===== src/rtl/diff_amp_cal_ctrl.sv =====
// Offset-calibration sequencer for the on-chip differential amplifier.
// Powers the amp, shorts its inputs and runs a SAR search on the trim code.
// The synchronized comparator output drives each decision. The best code is
// left applied to the amp, and done/cal_ok report the result.
module diff_amp_cal_ctrl #(
    parameter int TRIM_W     = 6,
    parameter int SETTLE_CYC = 16,
    parameter int SAMPLES    = 4
) (
    input  logic              clk,
    input  logic              rst,
    input  logic              start,
    input  logic              abort,
    input  logic              man_load,
    input  logic [TRIM_W-1:0] man_code,
    input  logic              cmp_in,
    output logic [TRIM_W-1:0] trim_code,
    output logic              bias_en,
    output logic              short_en,
    output logic              busy,
    output logic              done,
    output logic              cal_ok
);

    localparam int CNT_MAX = (SETTLE_CYC > SAMPLES) ? SETTLE_CYC : SAMPLES;
    localparam int CW      = $clog2(CNT_MAX + 1);
    localparam int OW      = $clog2(SAMPLES + 1);
    localparam int IW      = (TRIM_W > 1) ? $clog2(TRIM_W) : 1;

    localparam logic [TRIM_W-1:0] MIDSCALE    = {1'b1, {(TRIM_W-1){1'b0}}};
    localparam logic [CW-1:0]     SETTLE_LAST = CW'(SETTLE_CYC - 1);
    localparam logic [CW-1:0]     SAMPLE_LAST = CW'(SAMPLES - 1);
    localparam logic [OW:0]       SAMPLES_V   = (OW + 1)'(SAMPLES);
    localparam logic [IW-1:0]     IDX_TOP     = IW'(TRIM_W - 1);

    typedef enum logic [2:0] {
        ST_IDLE,
        ST_PWRUP,
        ST_SET,
        ST_SETTLE,
        ST_SAMPLE,
        ST_DECIDE,
        ST_FIN
    } state_t;

    state_t            state;
    logic [TRIM_W-1:0] saved_code;
    logic [CW-1:0]     cnt;
    logic [OW-1:0]     ones;
    logic [IW-1:0]     idx;
    logic              cmp_meta;
    logic              cmp_s;
    logic [OW:0]       ones_x2;

    // Twice the high-sample count, compared against SAMPLES for a strict majority
    assign ones_x2 = {ones, 1'b0};

    // Two-flop synchronizer for the asynchronous comparator output
    always_ff @(posedge clk) begin
        if (rst) begin
            cmp_meta <= 1'b0;
            cmp_s    <= 1'b0;
        end else begin
            cmp_meta <= cmp_in;
            cmp_s    <= cmp_meta;
        end
    end

    // Calibration sequencer with registered analog controls and status
    always_ff @(posedge clk) begin
        if (rst) begin
            state      <= ST_IDLE;
            trim_code  <= MIDSCALE;
            saved_code <= MIDSCALE;
            bias_en    <= 1'b0;
            short_en   <= 1'b0;
            busy       <= 1'b0;
            done       <= 1'b0;
            cal_ok     <= 1'b0;
            cnt        <= '0;
            ones       <= '0;
            idx        <= IDX_TOP;
        end else begin
            done <= 1'b0;
            if (state != ST_IDLE && abort) begin
                // Abort drops back to the last good code; bias stays powered
                state     <= ST_IDLE;
                busy      <= 1'b0;
                short_en  <= 1'b0;
                trim_code <= saved_code;
            end else begin
                case (state)
                    ST_IDLE: begin
                        if (start) begin
                            state     <= ST_PWRUP;
                            bias_en   <= 1'b1;
                            short_en  <= 1'b1;
                            busy      <= 1'b1;
                            trim_code <= '0;
                            idx       <= IDX_TOP;
                            cnt       <= '0;
                        end else if (man_load) begin
                            trim_code  <= man_code;
                            saved_code <= man_code;
                        end
                    end
                    ST_PWRUP: begin
                        if (cnt == SETTLE_LAST) begin
                            state <= ST_SET;
                            cnt   <= '0;
                        end else begin
                            cnt <= cnt + 1'b1;
                        end
                    end
                    ST_SET: begin
                        trim_code[idx] <= 1'b1;
                        ones           <= '0;
                        cnt            <= '0;
                        state          <= ST_SETTLE;
                    end
                    ST_SETTLE: begin
                        if (cnt == SETTLE_LAST) begin
                            state <= ST_SAMPLE;
                            cnt   <= '0;
                        end else begin
                            cnt <= cnt + 1'b1;
                        end
                    end
                    ST_SAMPLE: begin
                        if (cmp_s) begin
                            ones <= ones + 1'b1;
                        end
                        if (cnt == SAMPLE_LAST) begin
                            state <= ST_DECIDE;
                            cnt   <= '0;
                        end else begin
                            cnt <= cnt + 1'b1;
                        end
                    end
                    ST_DECIDE: begin
                        // Majority high means the trial code overshoots
                        if (ones_x2 > SAMPLES_V) begin
                            trim_code[idx] <= 1'b0;
                        end
                        if (idx != '0) begin
                            idx   <= idx - 1'b1;
                            state <= ST_SET;
                        end else begin
                            state <= ST_FIN;
                        end
                    end
                    ST_FIN: begin
                        done       <= 1'b1;
                        short_en   <= 1'b0;
                        busy       <= 1'b0;
                        saved_code <= trim_code;
                        cal_ok     <= (trim_code != '0) && (trim_code != '1);
                        state      <= ST_IDLE;
                    end
                    default: begin
                        state <= ST_IDLE;
                        busy  <= 1'b0;
                    end
                endcase
            end
        end
    end

endmodule

===== config.mk =====
export PLATFORM = sky130hd
export DESIGN_NAME = diff_amp_cal_ctrl
export DESIGN_NICKNAME = d
export VERILOG_FILES = /design/src/rtl/diff_amp_cal_ctrl.sv
export SDC_FILE = /design/constraint.sdc
export NUM_CORES = 1
export LEC_CHECK = 0
export ABC_AREA = 1
export ABC_CLOCK_PERIOD_IN_PS = 1870
export CAP_MARGIN = 5
export CORE_ASPECT_RATIO = 0.75
export CORE_MARGIN = 2
export CORE_UTILIZATION = 35
export DETAILED_ROUTE_END_ITERATION = 7
export HOLD_SLACK_MARGIN = 0.1
export PLACE_DENSITY = 0.62
export SYNTH_ARGS = -nofsm -noshare
export SYNTH_HDL_FRONTEND = slang
export SYNTH_SLANG_ARGS = --single-unit

===== constraint.sdc =====
create_clock -name clk -period 1.87 [get_ports clk]
set_clock_uncertainty 0.1 [all_clocks]
set_input_delay 0.374 -clock clk [delete_from_list [all_inputs] [get_ports clk]]
set_output_delay 0.374 -clock clk [all_outputs]
set_load 0.01 [all_outputs]

Word-level counts from Yosys, hierarchy flattened:

Cells that the tools add are included.

* bits in registers: 33
* input port bits: 12
* output and inout bits: 11
* logic and storage cells: 96

* bitwise operators: 5
* add/subtract/negate cells: 3
* reductions and logical operators: 25
* muxes and demuxes: 28
* $lt $le $gt $ge: 3
* equality and inequality tests: 19

Operator list (count)
* 6-bit 2-to-1 mux: 5
* 3-bit 2-to-1 mux: 8
* 5-bit case mux with 4 select lines: 1
* 3-bit case mux with 6 select lines: 1
* 6-bit case mux with 3 select lines: 1
* 2-bit inequality test, second input constant: 8
* 5-bit 2-to-1 mux: 3
* 3-bit case mux with 2 select lines: 2
* 6-bit case mux with 2 select lines: 1
* 3-bit AND reduction: 4
* 4-bit AND reduction: 3
* 3-bit == test, second input constant: 3
* 4-bit nonzero test: 2
* 6-bit AND: 1
* 3-bit by 2-bit == test with 1-bit output, second input constant: 2
* 6-bit inequality test, second input constant: 1
* 6-bit NOT: 1
* 6-bit OR: 1
* 2-bit AND reduction: 3
* 2-bit nonzero test: 3
* 3-bit nonzero test: 2
* 6-bit nonzero test: 1
* 5-bit by 1-bit adder with 5-bit output, second input constant: 1
* 5-bit by 2-bit == test with 1-bit output, second input constant: 1
* other kinds (17): 24

Depth between registers and ports, before layout:

Gate-level depths: netlist of the first run.

* depth in word-level cells: 9
* gate-level depth with buffers: 12
* mapped depth without buffers: 11

Worst setup path before layout of the first run:

No wires, ideal clock.

* path type: reg-to-reg
* from: register idx[0]
* to: register idx[2]
* library setup time: 0.120 ns
* buffers on the path: 1
* arrival: 1.331 ns
* period minus slack after synthesis: 1.551 ns
* required time: 1.650 ns
* stages on the path, launching flop included: 10
* slack: 0.319 ns
* path through: dfxtp_1 > clkbuf_1 > inv_1 > ha_1 > nand2_1 > nand2_1 > a21oi_2 > nand2_1 > nand2_1 > nand3_1

* cells in the longest elaborated chain, start to end: 3

RTL lines
* start, declared: RTL line 50 `logic [IW-1:0] idx;`
* start signal, assigned: RTL line 146 `idx <= idx - 1'b1;`
* 3-bit by 1-bit subtractor with 3-bit output / 3-bit nonzero test (equally long branches): RTL line 146, 145
* 3-bit 2-to-1 mux / 2-bit inequality test (equally long branches)
* 3-bit case mux with 2 select lines / 4-bit AND reduction (equally long branches)

Several ways; a longest one is shown, not always the timed one. The select of a mux whose other input is x is not followed.
A chain may end at the register's enable or synchronous reset.

Final worst setup path of the first run:

* from: register trim_code[3]
* to: output trim_code[3]

RTL lines
* start, declared: RTL line 17 `output logic [TRIM_W-1:0] trim_code,`
* start signal, assigned: RTL line 90 `trim_code <= saved_code;`
* start signal, assigned: RTL line 103 `trim_code <= man_code;`

No word-level cell between the ends.

==> results.tsv, run 1 <==
stage	metric	value	unit
worst_hold_path	hp-class	reg2reg	
power_and_ir_drop	leakagePower	1.10	nW
layout	nNetsFinal	364	
clock_network	cts_buffers	5	
synth	ys_top_cells_by_count	nand2_1, nor2_1, dfxtp_1, inv_1, nand3_1	
layout	area_growth	18.8	%
synth	syn-num-nets	336	
layout	fin_cells	422	
clock_network	post_cts_buffers	0	
placement	dp_hpwl	3910	µm
critical_path	slowest_stage	clkdlybuf4s50_1	
synth	syn-cell-area	0.00208	mm²
power_and_ir_drop	ir_worst_vdd	473	µV
power_and_ir_drop	power_density	1160	mW/mm²
job	cap_violations	0	
synth	ys.flop_type	dfxtp_1	
synth	synth_area_per_cell	6.56	µm²
synth	synth_seq_cells	33	
critical_path	cp_num_buf_inv	1	
die	start_util	36.0	%
global_route	grt-ovfl-total	0	
timing	slew_headroom	70.4	%
clock_network	post_cts_resize_count	0	
critical_path	path_class	reg2out	
layout	utilization	42.8	%
detailed_routing	firstDrtPassIters	4	
timing	grt_setup_unrepaired	false	
global_route	track_usage	16.6	%
layout	diodes	0	
die	die-area	0.00658	mm²
synth	synth_cell_type_count	27	
critical_path	crit_fanout	4	
global_route	antenna_found_initial	0	
die	die_h	70.7	µm
clock_network	clockBufferDepth	2	
critical_path	crit_family	buffers and inverters	
detailed_routing	wl_per_cell	12.1	µm
clock_network	cts_tree	built	
synth	async_reset_ff_share	0	%
synth	netlist.area_leader.share	31.8	%
synth	synth-edff-count	0	
timing	drv_slew	0	
die	rows	24	
critical_path	cp_cell_sequence	clkdlybuf4s50_1	
global_route	grt_pass1_vias	1856	
clock_network	htree_levels	2	
power_and_ir_drop	power	2.85	mW
synth	synth.area.top_cells	dfxtp_1, nand2_1, nor2_1	
clock_network	clkTransAtPathRegs	0.07	ns
clock_network	holdBufCountCts	0	
detailed_routing	via_count	2024	
critical_path	crit_arrival	1.25	ns
clock_network	insertion_delay	0.29	ns
synth	ys_seq_area_share	31.8	%
detailed_routing	viasPerCell	4.80	
timing	final-setup-viol-count	0	
global_route	grt_max_degree	18	
layout	fillers	617	
placement	gp_congestion	0.920	
detailed_routing	wl	5110	µm
detailed_routing	drc	0	
synth	yosysTopAreaCell	dfxtp_1	
global_route	grt_pass1_wl	8680	µm
critical_path	cp-end-kind	output port	
synth	synthCells	317	
clock_network	cts.sinks	33	
timing	min_period	1.73	ns
outcome	run_status	finished clean	
clock_network	cts_root_buffer	clkbuf_8	
detailed_routing	drt_iter0_drc	157	
timing	hold_violations	0	
die	die_x	93.0	µm
critical_path	start_kind	register	
layout	stdcell_area	0.00247	mm²
placement	placedCellCount	416	
critical_path	worstPathRequired	1.40	ns
placement	port_buffers	22	
critical_path	slowest_delay	0.57	ns
timing	fmax	578	MHz
layout	drive_above_1_share	16.0	%
die	core	0.00577	mm²
die	io_pins	23	
timing	worstMarginPinSlew	0.444	ns
detailed_routing	antenna_left	0	
timing	min_period_over_period	92.5	%
synth	synth_warnings	0	
synth	synth.most_common_cell	nand2_1	
timing	final.setup.tns	0	ns
placement	postPlaceCellArea	0.00240	mm²
## cell usage in the layout, fill, tap and decap left out, types with 2 or more instances in the layout
master and count:
nand2_4 5, a21oi_1 18, nand2_2 9, nand2_1 79, dfxtp_1 33, clkbuf_8 5, nor2_4 3, inv_1 29
nor2_1 41, inv_2 7, clkinv_2 2, nor2_2 8, clkdlybuf4s50_1 22, buf_4 9, nand3_1 23, o21ai_0 17
ha_1 7, nand4_1 12, o21ai_1 4, a21oi_2 4
## layout make-up
type	count	area, µm²	area share (%)
repair buffers	31	288	11.7
inverters	38	144	5.83
flip-flops and latches	33	661	26.7
well taps	78	97.6	3.95
clock inverters	1	5.00	0.203
clock buffers	5	68.8	2.79
multi-input cells	236	1210	48.8
## registers in the layout, indices dropped and copies added (netlist names)
name,count
state,3
cal_ok,1
ones,3
short_en,1
done,1
cmp_s,1
trim_code,6
cnt,5
idx,3
busy,1
bias_en,1
saved_code,6
cmp_meta,1
## power by group
part / switching (mW) / internal, mW / total [mW]
sequential: 0.141 / 0.856 / 0.998
combinational: 0.860 / 0.503 / 1.36
clock: 0.250 / 0.245 / 0.494
## metal layers
| metal | global-route usage [%] | vias to the layer above | wire (µm) |
|---|---|---|---|
| met5 | 0 | - | 0 |
| met4 | 5.88 | 0 | 0 |
| met3 | 3.62 | 0 | 318 |
| met2 | 21.7 | 50 | 2050 |
| met1 | 26.0 | 911 | 2740 |
| li1 | - | 1063 | - |
## per-stage QoR
step | hold slack (ns) | setup slack [ns]
2_1_floorplan | 0.288 | 0.319
3_3_place_gp | 0.295 | 0.0389
3_5_place_dp | 0.300 | 0.0320
4_1_cts | 0.309 | 0.135
5_1_grt | 0.319 | 0.0314
6_report | 0.304 | 0.141
## worst paths after layout
kind | from | end | slack (ns) | cells past startpoint
max | trim_code[3]$_SDFFE_PP0P_ | trim_code[3] | 0.14 | 1
min | cmp_meta$_SDFF_PP0_ | cmp_s$_SDFF_PP0_ | 0.30 | 2
max reg2reg | state[1]$_SDFFE_PP0P_ | trim_code[3]$_SDFFE_PP0P_ | 0.19 | 9
min reg2reg | cmp_meta$_SDFF_PP0_ | cmp_s$_SDFF_PP0_ | 0.30 | 2
## cells by family (layout without fill, tap and decap cells)
logic type | count (synthesis) | after routing | synth area share, %
fa+ha+maj | 7 | 7 | 4.21
compound gates | 44 | 44 | 11.4
flops | 33 | 33 | 31.8
simple gates | 185 | 185 | 42.4
buf+inv | 48 | 75 | 10.2
Note: power is estimated with default switching activity, not from simulation.
==> inputs of run 2 (changes only) <==
ABC_AREA = default   (was 1)
ABC_CLOCK_PERIOD_IN_PS = 1800   (was 1870)
clock period = 1.8 ns   (was 1.87 ns; I/O delays follow)
==> run 2 against run 1 <==
Net effect: critical path depth unchanged; setup slack worse by 0.094 ns; largest power group is now the clock network; largest cell class unchanged; die area up 4.4%; global-route usage is 0.087 points higher; area after synthesis up 4.6%; worst hold slack better by 0.043 ns; combinational power shrank 71%; sequential share of layout area shrank 3.5 points; total power shrank 27%; sequential power shrank 18%; first-iteration DRC count decreased by 37%; via count is 1.5% lower.
==> results.tsv, run 2 <==
stage	metric	value	unit
outcome	run_status	finished clean	
layout	utilization	48.9	%
global_route	grt_pass1_wl	8910	µm
power_and_ir_drop	ir_worst_vdd	462	µV
worst_hold_path	min_to	cmp_s$_SDFF_PP0_	
clock_network	clkTransAtPathRegs	0.08	ns
synth	synth_area_per_cell	8.63	µm²
synth	synth.most_common_cell	dfxtp_1	
worst_hold_path	hold_start	cmp_meta$_SDFF_PP0_	
synth	ys.flop_type	dfxtp_1	
layout	drive_above_1_share	29.3	%
synth	synth-edff-count	0	
layout	final_common_cell	buf_4	
clock_network	holdBufCountCts	0	
synth	synth_cell_type_count	58	
global_route	grt-ovfl-total	0	
die	core	0.00592	mm²
clock_network	cts.sinks	33	
synth	synth_warnings	0	
placement	dp_hpwl	4060	µm
synth	synth_seq_cells	33	
detailed_routing	wl_per_cell	14.0	µm
global_route	grt_max_degree	13	
detailed_routing	firstDrtPassIters	4	
global_route	antenna_found_initial	0	
die	die-area	0.00687	mm²
worst_hold_path	min_delay_path_depth	1	
critical_path	worstRegToRegCells	6	
layout	nNetsFinal	325	
timing	min_period	1.75	ns
timing	hold_violations	0	
critical_path	r2r_slack	0.07	ns
layout	final_cell_mix	buf_4, a21oi_1, nor2_1	
power_and_ir_drop	leakagePower	1.21	nW
job	cap_violations	0	
clock_network	cts_buffers	5	
layout	diodes	0	
detailed_routing	drt_iter0_drc	99	
layout	stdcell_area	0.00290	mm²
critical_path	cp_num_buf_inv	1	
timing	slew_headroom	70.6	%
die	rows	24	
critical_path	crit_family	buffers and inverters	
timing	final-setup-viol-count	0	
timing	whs	0.348	ns
synth	synth.area.top_cells	dfxtp_1, a21oi_1, nor2_1	
detailed_routing	wl	5400	µm
critical_path	path_class	reg2out	
critical_path	crit_fanout	6	
global_route	track_usage	16.6	%
critical_path	slowest_delay	0.58	ns
layout	top_regs	saved_code x6, trim_code x6, cnt x5	
timing	min_period_over_period	97.4	%
critical_path	reg2reg_from	cnt[0]$_SDFFE_PP0P_	
placement	port_buffers	22	
critical_path	crit_arrival	1.29	ns
global_route	grt_pass1_vias	1849	
critical_path	cp_cell_sequence	clkdlybuf4s50_1	
timing	grt_setup_unrepaired	true	
die	io_pins	23	
worst_hold_path	hp-class	reg2reg	
synth	yosysTopAreaCell	dfxtp_1	
die	die_h	72.3	µm
placement	gp_congestion	0.846	
clock_network	insertion_delay	0.30	ns
synth	async_reset_ff_share	0	%
critical_path	start_kind	register	
detailed_routing	drc	0	
clock_network	htree_levels	2	
layout	fillers	547	
detailed_routing	via_count	1993	
placement	postPlaceCellArea	0.00267	mm²
timing	final.setup.tns	0	ns
die	die_x	95.0	µm
detailed_routing	viasPerCell	5.18	
synth	ys_seq_area_share	30.4	%
clock_network	cts_tree	built	
critical_path	timing.rr.end	cnt[3]$_SDFFE_PP0P_	
clock_network	cts_root_buffer	clkbuf_8	
timing	drv_slew	0	
power_and_ir_drop	power	2.09	mW
synth	syn-num-nets	271	
synth	ys_top_cells_by_count	dfxtp_1, a21oi_1, nor2_1, inv_1, nand2_1	
synth	syn-cell-area	0.00217	mm²
critical_path	cp-end-kind	output port	
critical_path	worstPathRequired	1.34	ns
synth	netlist.area_leader.share	30.4	%
clock_network	clockBufferDepth	2	
timing	fmax	570	MHz
critical_path	slowest_stage	clkdlybuf4s50_1	
timing	worstMarginPinSlew	0.439	ns
power_and_ir_drop	power_density	721	mW/mm²
synth	synthCells	252	
detailed_routing	antenna_left	0	
layout	area_growth	33.1	%
die	start_util	36.8	%
run 2: cell types whose count changed after synthesis, sizes merged, moves of 11 or more:
cell / before / now
a21oi: 22 / 35
inv: 36 / 14
nand2: 93 / 13
nand3: 25 / 7
nand4: 12 / 1
nor2: 52 / 32
run 2: worst max path at each step:
stage,startpoint,end,slack (ns),cells after the start
detailed placement,abort,trim_code[2]$_SDFFE_PP0P_,-0.30,6
global placement,abort,trim_code[2]$_SDFFE_PP0P_,-0.29,6
CTS,abort,trim_code[2]$_SDFFE_PP0P_,0.002,6
global route,trim_code[2]$_SDFFE_PP0P_,trim_code[2],0.0002,1
finish,trim_code[2]$_SDFFE_PP0P_,trim_code[2],0.05,1
floorplan,cnt[0]$_SDFFE_PP0P_,cnt[3]$_SDFFE_PP0P_,0.09,6
run 2: cell type report:
cell class                 instances  area (µm²)  share of cell area (%)
clock inverter                     3        68.8                    2.38
multi-input combinational        191        1390                    47.9
sequential                        33         673                    23.2
inverter                          14        52.6                    1.82
clock buffer                       5        68.8                    2.38
timing repair buffer              61         547                    18.9
tap                               78        97.6                    3.37
run 2: cells by family after synthesis:
family | share of synthesized area, %
compound gates | 28.3
mux | 4.20
buf+inv | 8.00
xor+xnor | 0.806
fa+ha+maj | 4.03
flops | 30.4
simple gates | 24.3
run 2: timing repair:
item,4_1_cts,5_1_grt
gates resized for setup,1,21
pin swaps,0,6
gates cloned,0,0
buffers inserted,0,1
endpoints found under the setup margin,1,22
run 2: routing by layer:
| metal | part of all wire [%] | up-vias | track usage, % |
|---|---|---|---|
| met2 | 42 | 25 | 23.7 |
| met3 | 3.0 | 7 | 3.43 |
| li1 | - | 1018 | - |
| met1 | 54 | 943 | 24.9 |
| met5 | 0 | - | 0 |
| met4 | 1.3 | 0 | 5.48 |
run 2: power by group:
part,total (mW),internal [mW],switching [mW]
clock network,0.873,0.558,0.316
logic,0.397,0.209,0.188
registers,0.818,0.772,0.0466
run 2: per-stage QoR:
step	std cells	setup WS, ns
6_report	385	0.0465
5_1_grt	385	0.000165
4_1_cts	384	0.00243
3_5_place_dp	376	-0.303
3_3_place_gp	376	-0.292
2_1_floorplan	252	0.0936
run 2: worst reg2reg max path, delay by kind of cell, from the launching register on:
kind / cells / cell delay, ns
compound gates: 4 / 0.54
simple gates: 1 / 0.50
flops: 1 / 0.36
fa+ha+maj: 1 / 0.14
==> inputs of run 3 (changes only) <==
CORE_ASPECT_RATIO = 0.6   (was 0.75)
==> run 3 against run 2 <==
Net effect: setup slack improved by 0.0071 ns; via count increased by 0.10%; design area decreased by 1.1%; register-to-register slack improved by 0.02 ns; routed wire length increased by 2.3%; sequential power about the same; worst hold slack got worse by 0.0087 ns; non-clock buffer count increased by 2; critical path type unchanged; first-iteration DRC count increased by 32%; sequential share of layout area increased by 0.34 points; count of clock-buffer cells in the layout increased by 1; combinational power about the same.
==> results.tsv, run 3 (synthesis results as in run 2) <==
stage	metric	value	unit
outcome	run_status	finished clean	
detailed_routing	drc	0	
placement	dp_hpwl	4360	µm
die	start_util	35.9	%
timing	min_period_over_period	97.0	%
detailed_routing	firstDrtPassIters	4	
critical_path	crit_arrival	1.29	ns
detailed_routing	viasPerCell	5.08	
critical_path	crit_family	buffers and inverters	
global_route	grt_pass1_vias	1875	
detailed_routing	drt_iter0_drc	131	
detailed_routing	wl_per_cell	14.1	µm
clock_network	cts.sinks	33	
global_route	grt_pass1_wl	9110	µm
placement	gp_congestion	0.811	
detailed_routing	antenna_left	0	
timing	fmax	573	MHz
layout	area_growth	31.7	%
clock_network	clockBufferDepth	2	
clock_network	htree_levels	2	
clock_network	cts_buffers	5	
layout	top_regs	saved_code x6, trim_code x6, cnt x5	
die	die_x	106	µm
critical_path	cp_cell_sequence	clkdlybuf4s50_1	
worst_hold_path	hp-class	reg2reg	
die	die-area	0.00688	mm²
die	io_pins	23	
clock_network	clkTransAtPathRegs	0.07	ns
critical_path	crit_fanout	6	
global_route	track_usage	16.9	%
clock_network	insertion_delay	0.28	ns
critical_path	cp-end-kind	output port	
critical_path	crit_path_end	trim_code[4]	
critical_path	slowest_stage	clkdlybuf4s50_1	
detailed_routing	via_count	1995	
layout	stdcell_area	0.00286	mm²
timing	min_period	1.75	ns
timing	layout_setup_ws	0.0536	ns
critical_path	path_class	reg2out	
critical_path	worstPathRequired	1.34	ns
critical_path	timing.rr.end	trim_code[2]$_SDFFE_PP0P_	
power_and_ir_drop	leakagePower	1.21	nW
timing	slew_headroom	70.0	%
global_route	antenna_found_initial	0	
timing	final-setup-viol-count	0	
critical_path	cp.depth	1	
global_route	grt-ovfl-total	0	
critical_path	worstRegToRegCells	8	
placement	postPlaceCellArea	0.00270	mm²
critical_path	cp_num_buf_inv	1	
layout	drive_above_1_share	29.4	%
placement	port_buffers	22	
layout	final_cell_mix	buf_4, a21oi_1, nor2_1	
timing	worstMarginPinSlew	0.450	ns
timing	hold_violations	0	
critical_path	r2r_slack	0.09	ns
die	core	0.00606	mm²
critical_path	start_kind	register	
power_and_ir_drop	power_density	615	mW/mm²
timing	drv_slew	0	
die	rows	22	
layout	diodes	0	
placement	pre_cts_slack	-0.264	ns
clock_network	cts_root_buffer	clkbuf_8	
detailed_routing	wl	5530	µm
power_and_ir_drop	ir_worst_vdd	314	µV
layout	final_common_cell	buf_4	
layout	nNetsFinal	327	
layout	fillers	609	
timing	grt_setup_unrepaired	true	
critical_path	slowest_delay	0.57	ns
die	die_h	65.1	µm
clock_network	cts_tree	built	
clock_network	holdBufCountCts	0	
critical_path	crit_start	trim_code[4]$_SDFFE_PP0P_	
critical_path	reg2reg_from	ones[0]$_SDFFE_PP0P_	
global_route	grt_max_degree	16	
job	cap_violations	0	
==> run 3: repair_timing <==
action | 4_1_cts | 5_1_grt
buffers inserted | 1 | 0
gates resized for setup | 3 | 20
pin swaps | 1 | 6
endpoints found under the setup margin | 5 | 15
==> run 3: area by class of cell <==
type                    instances  area [µm²]  share of cell area [%]
repair buffers                 63         562                    19.6
inverters                      14        52.6                    1.83
well taps                      84         105                    3.67
multi-input cells             191        1390                    48.4
clock inverters                 2        10.0                   0.349
flip-flops and latches         33         676                    23.6
clock buffers                   6        72.6                    2.53
==> run 3: worst min-delay path by stage <==
stage | from | end | slack [ns] | depth (start not counted)
3_3_place_gp | cmp_meta$_SDFF_PP0_ | cmp_s$_SDFF_PP0_ | 0.32 | 1
5_1_grt | cmp_meta$_SDFF_PP0_ | cmp_s$_SDFF_PP0_ | 0.36 | 1
3_5_place_dp | cmp_meta$_SDFF_PP0_ | cmp_s$_SDFF_PP0_ | 0.33 | 1
2_1_floorplan | cmp_meta$_SDFF_PP0_ | cmp_s$_SDFF_PP0_ | 0.31 | 1
6_report | cmp_meta$_SDFF_PP0_ | cmp_s$_SDFF_PP0_ | 0.34 | 1
4_1_cts | cmp_meta$_SDFF_PP0_ | cmp_s$_SDFF_PP0_ | 0.35 | 1
==> run 3: layer usage <==
layer | vias to the layer above | track usage [%] | wire length [µm]
met5 | - | 0 | 0
met4 | 0 | 4.11 | 38
met3 | 4 | 3.72 | 301
met2 | 42 | 23.1 | 2100
met1 | 924 | 26.1 | 3090
li1 | 1025 | - | -
==> run 3: metrics by stage <==
| stage | utilization (%) | instances | setup TNS (ns) | power, mW | hold slack, ns |
|---|---|---|---|---|---|
| 2_1_floorplan | - | 252 | 0 | 1.05 | 0.314 |
| 3_3_place_gp | 44.6 | 384 | -3.46 | 1.21 | 0.324 |
| 3_5_place_dp | 44.6 | 384 | -4.09 | 1.22 | 0.330 |
| 4_1_cts | 46.2 | 393 | 0 | 1.77 | 0.348 |
| 5_1_grt | 47.3 | 393 | -0.00798 | 1.86 | 0.365 |
| 6_report | 47.3 | 393 | 0 | 1.76 | 0.339 |
==> run 3: where the power goes <==
part / switching [mW] / internal, mW
combinational: 0.191 / 0.207
clock: 0.278 / 0.268
sequential: 0.0462 / 0.770
